$ cat src/rtl/trig_request_sequencer.sv
// Shares one combinational sine ROM among N_REQ requesters. Each accepted request
// gets two back-to-back lookups, sin(a) and sin(a+90), returned as one response.
module trig_request_sequencer #(
  parameter int N_REQ = 4,
  parameter int ID_W  = $clog2(N_REQ)
) (
  input  logic                 Clk,
  input  logic                 Reset_n,
  input  logic [N_REQ-1:0]     req_valid,
  input  logic [9*N_REQ-1:0]   req_angle,
  output logic [N_REQ-1:0]     req_ready,
  output logic [8:0]           rom_angle,
  input  logic [31:0]          rom_sin_value,
  output logic                 resp_valid,
  input  logic                 resp_ready,
  output logic [ID_W-1:0]      resp_id,
  output logic [31:0]          resp_sin,
  output logic [31:0]          resp_cos
);

  localparam int unsigned NR = N_REQ;

  typedef enum logic [1:0] {IDLE, LOOK_SIN, LOOK_COS, RESP} state_e;

  state_e          state_q, state_d;
  logic [ID_W-1:0] ptr_q;
  logic [ID_W-1:0] id_q;
  logic [8:0]      angle_q;
  logic [31:0]     sin_q;
  logic [31:0]     cos_q;

  logic            gnt_found;
  logic [ID_W-1:0] gnt_idx;
  logic [8:0]      gnt_angle;
  logic [8:0]      norm_angle;
  logic            handshake;
  int unsigned     cand;

  // Round-robin search starting just after the last granted requester.
  always_comb begin
    gnt_found = 1'b0;
    gnt_idx   = '0;
    cand      = 0;
    for (int unsigned i = 0; i < NR; i++) begin
      cand = 32'(ptr_q) + 32'd1 + i;
      if (cand >= NR) cand = cand - NR;
      if (!gnt_found && req_valid[ID_W'(cand)]) begin
        gnt_found = 1'b1;
        gnt_idx   = ID_W'(cand);
      end
    end
  end

  always_comb begin
    gnt_angle = '0;
    for (int unsigned j = 0; j < NR; j++) begin
      if (ID_W'(j) == gnt_idx) gnt_angle = req_angle[9*j +: 9];
    end
  end

  // Inputs never exceed 511, so one conditional subtraction lands in 0..359.
  assign norm_angle = (gnt_angle >= 9'd360) ? gnt_angle - 9'd360 : gnt_angle;
  assign handshake  = (state_q == IDLE) && gnt_found && Reset_n;

  always_ff @(posedge Clk or negedge Reset_n) begin
    if (!Reset_n) state_q <= IDLE;
    else          state_q <= state_d;
  end

  always_comb begin
    state_d = state_q;
    case (state_q)
      IDLE:     if (handshake) state_d = LOOK_SIN;
      LOOK_SIN: state_d = LOOK_COS;
      LOOK_COS: state_d = RESP;
      RESP:     if (resp_ready) state_d = IDLE;
      default:  state_d = IDLE;
    endcase
  end

  always_comb begin
    req_ready  = '0;
    rom_angle  = '0;
    resp_valid = 1'b0;
    case (state_q)
      IDLE:     if (handshake) req_ready[gnt_idx] = 1'b1;
      LOOK_SIN: rom_angle = angle_q;
      // Cosine address wraps at 360; the 10-bit sum keeps a_n + 90 from overflowing.
      LOOK_COS: rom_angle = (angle_q < 9'd270) ? 9'({1'b0, angle_q} + 10'd90)
                                               : 9'({1'b0, angle_q} - 10'd270);
      RESP:     resp_valid = 1'b1;
      default:  ;
    endcase
  end

  always_ff @(posedge Clk or negedge Reset_n) begin
    if (!Reset_n) begin
      ptr_q   <= ID_W'(N_REQ - 1);
      id_q    <= '0;
      angle_q <= '0;
      sin_q   <= '0;
      cos_q   <= '0;
    end else begin
      if (handshake) begin
        ptr_q   <= gnt_idx;
        id_q    <= gnt_idx;
        angle_q <= norm_angle;
      end
      if (state_q == LOOK_SIN) sin_q <= rom_sin_value;
      if (state_q == LOOK_COS) cos_q <= rom_sin_value;
    end
  end

  assign resp_id  = id_q;
  assign resp_sin = sin_q;
  assign resp_cos = cos_q;

endmodule
$ cat config.mk
export PLATFORM = sky130hd
export DESIGN_NAME = trig_request_sequencer
export DESIGN_NICKNAME = d
export VERILOG_FILES = /design/src/rtl/trig_request_sequencer.sv
export SDC_FILE = /design/constraint.sdc
export NUM_CORES = 1
export LEC_CHECK = 0
export CORE_UTILIZATION = 40
export DETAILED_ROUTE_END_ITERATION = 8
export PLACE_DENSITY = 0.83
export SYNTH_ARGS = -nofsm -noshare
export SYNTH_HDL_FRONTEND = slang
export SYNTH_SLANG_ARGS = --single-unit
$ cat constraint.sdc
create_clock -name Clk -period 4.6 [get_ports Clk]
set_input_delay 1.38 -clock Clk [delete_from_list [all_inputs] [get_ports Clk]]
set_output_delay 1.38 -clock Clk [all_outputs]
set_load 0.005 [all_outputs]
==> run summary <==
Outcome: complete, no violations
Inst Count DP: 619
Worst-path fanout max: 6
# IOs: 155
Root buffer cell: clkbuf_8
Max Cap Viol: 0
Synthesized instance count: 340
Post-Layout Inst Area: 0.00600 mm²
RSZ-0062 raised after global routing: false
Crit path DAT: 3.13 ns
Initial cell density of the core: 41.1%
Clock sink count: 79
Post-DP HPWL: 7690 µm
Total grt overflow: 0
Num CTS Buffers: 9
Final cell count without fillers: 640
Fin. max-slew vios: 0
Worst slew margin: 60.6%
Worst stage delay on the critical path: 0.51 ns
Register area share after synthesis: 49.3%
Synthesis-to-layout area growth: 49.3%
Total wire length: 10,000 µm
GP Congestion: 0.880
Util after Layout: 61.4%
Crit-path cells: clkdlybuf4s50_1 -> nor2b_1 -> o21a_1 -> nor3_4 -> and3_1 -> clkdlybuf4s50_1
Initial antenna violation count: 0
DRC: 0
TritonCTS clock tree: built
Post-DRT Antenna Nets: 0
Largest net degree at the start of global routing: 42
Worst Hold Class: flop to flop
Die area: 0.0105 mm²
Fin crit share: 98.1%
Post-Syn Area: 0.00402 mm²
Layout cells sized above 1: 22.7%
PD cells: 664 mW/mm²
Final Hold Vio Count: 0
Worst-path clk slew: 0.07 ns
Most frequent cells in the layout: 151 x clkdlybuf4s50_1, 77 x dfrtp_1, 69 x mux2_2
Bufs and invs on worst path: 2
GRT Overall Usage: 19.4%
Maximum VDD drop: 0.323 mV
Number of synthesized flops with an enable pin: 0
Antenna diodes: 0
Number of synthesized register bits: 79
Fillers: 772
Highest Clock Rate: 222 MHz
Static leakage: 2.53 nW
Ys async rst share: 100%
Chip width: 102 µm
Die height: 102 µm
WS Path Type: input port to output pin
Main synth FF type: dfrtp_1
Vias in the first global route: 3,058
Crit-path leading delay family: buffers and inverters
Synth warn: 0
Port-buffer cells: 154
CP endpoint kind: output pin
CORE AREA: 0.00977 mm²
Worst skew pair latency: 0.36 ns
Clk buf depth: 2
Critical path required time: 3.22 ns
Vias/cell: 5.11
WL/cell: 15.7 µm
Via count: 3,271
Tightest Pin Transition: 0.591 ns
Syn_area_per_cell: 11.8 µm²
Register Area: 0.00198 mm²
Setup violations, final: 0
Area of the multi-input gates: 0.00193 mm²
CP most frequent cell: clkdlybuf4s50_1
CP max-delay cell: clkdlybuf4s50_1
H-Tree Depth: 3
Final net count: 582
Tmin final: 4.51 ns
# hold bufs at CTS: 0
Drt pass-1 iters: 4
Library cells used by synthesis: 46
# rows: 36
Detailed Route Iter0 Violations: 120
Dpl cell area: 0.00573 mm²
Final Skew: 0.00979 ns
First-pass GRT wire length: 15,200 µm
Startpoint types: input port
Commonest non-fill, non-tap cell in the layout: clkdlybuf4s50_1
Synthesized Nets: 420
worst register-to-register path: stages, from the launching register on:
cell and delay, ns:
dfstp_2 0.55, and2b_4 0.19, buf_4 0.13, o221ai_2 0.25, buf_4 0.41, mux2i_1 0.14, mux2_4 0.31, or3_1 0.37
a31oi_1 0.16
flip-flops by register name, indices dropped and copies added (netlist names):
signal / cells
resp_cos: 32
resp_sin: 32
angle_q: 9
ptr_q: 2
resp_id: 2
state_q: 2
logic make-up (layout without fill, tap and decap cells):
group / count (synthesis) / count (layout) / share of synthesized area, %
AND/OR/NAND/NOR: 66 / 66 / 8.44
flip-flops: 79 / 79 / 49.3
multiplexers: 99 / 99 / 26.9
adder cells (fa/ha/maj): 5 / 5 / 1.56
AO/OA/AOI/OAI: 62 / 62 / 10.3
XOR/XNOR: 2 / 2 / 0.436
buffers and inverters: 27 / 194 / 3.08
path summary, 6_finish.rpt:
check / end / slack [ns] / cells past startpoint / from
min reg2reg: resp_id[1]$_DFFE_PN0P_ / 0.48 / 1 / resp_id[1]$_DFFE_PN0P_
min: resp_id[1]$_DFFE_PN0P_ / 0.48 / 1 / resp_id[1]$_DFFE_PN0P_
max: req_ready[0] / 0.09 / 6 / req_valid[0]
max reg2reg: angle_q[4]$_DFFE_PN0P_ / 2.02 / 8 / ptr_q[0]$_DFFE_PN1P_
min in group asynchronous: resp_id[1]$_DFFE_PN0P_ / 0.84 / 1 / Reset_n
max in group asynchronous: resp_cos[26]$_DFFE_PN0P_ / 2.56 / 3 / Reset_n
synthesized netlist by cell type (all sizes together) (3+ instances only):
library cell | instances | area, µm²
clkbuf | 9 | 33.8
a22oi | 3 | 22.5
o21a | 3 | 22.5
or3 | 3 | 18.8
nand2 | 21 | 78.8
mux2 | 70 | 792
buf | 11 | 63.8
a21boi | 5 | 37.5
nor3b | 4 | 30.0
o211ai | 8 | 60.1
nor2b | 7 | 43.8
o21ai | 16 | 80.1
a21o | 4 | 30.0
a21oi | 11 | 55.1
ha | 5 | 62.6
mux2i | 29 | 290
inv | 7 | 26.3
nor3 | 5 | 36.3
nand2b | 3 | 18.8
dfrtp | 77 | 1930
nor2 | 13 | 48.8
layer usage:
layer	vias up	wire length [µm]	GRT usage, %	part of all wire, %
li1	1552	-	-	-
met1	1578	4380	23.6	44
met2	129	4780	33.1	48
met3	12	727	5.47	7.3
met4	0	139	6.59	1.4
met5	-	0	0	0
what timing repair did:
item,4_1_cts,5_1_grt
setup buffers,0,5
gates cloned,0,0
endpoints found under the setup margin,2,3
resized for setup,0,4
pin swaps,1,2
where the power goes:
part | switching [mW] | internal, mW
registers | 0.233 | 1.06
logic | 0.798 | 1.32
clock network | 0.250 | 0.320
total | 1.28 | 2.70
through the flow:
stage | setup TNS (ns) | setup slack [ns] | hold WS [ns] | power (mW)
final | 0 | 0.0880 | 0.482 | 3.98
after global routing | 0 | 0.0216 | 0.505 | 4.26
after CTS | 0 | 0.00698 | 0.487 | 4.00
after detailed placement | -0.0443 | -0.0284 | 0.470 | 3.42
after global placement | 0 | 0.000547 | 0.468 | 3.34
after floorplan | 0 | 0.613 | 0.450 | 2.38
area by class of cell:
cell class              instances  share of cell area [%]
flip-flops and latches         79                    33.0
inverters                       7                   0.438
clock buffers                  11                    2.36
well taps                     133                    2.77
clock inverters                 5                    1.36
repair buffers                171                    27.9
multi-input cells             234                    32.2
Note: power is estimated with default switching activity, not from simulation.
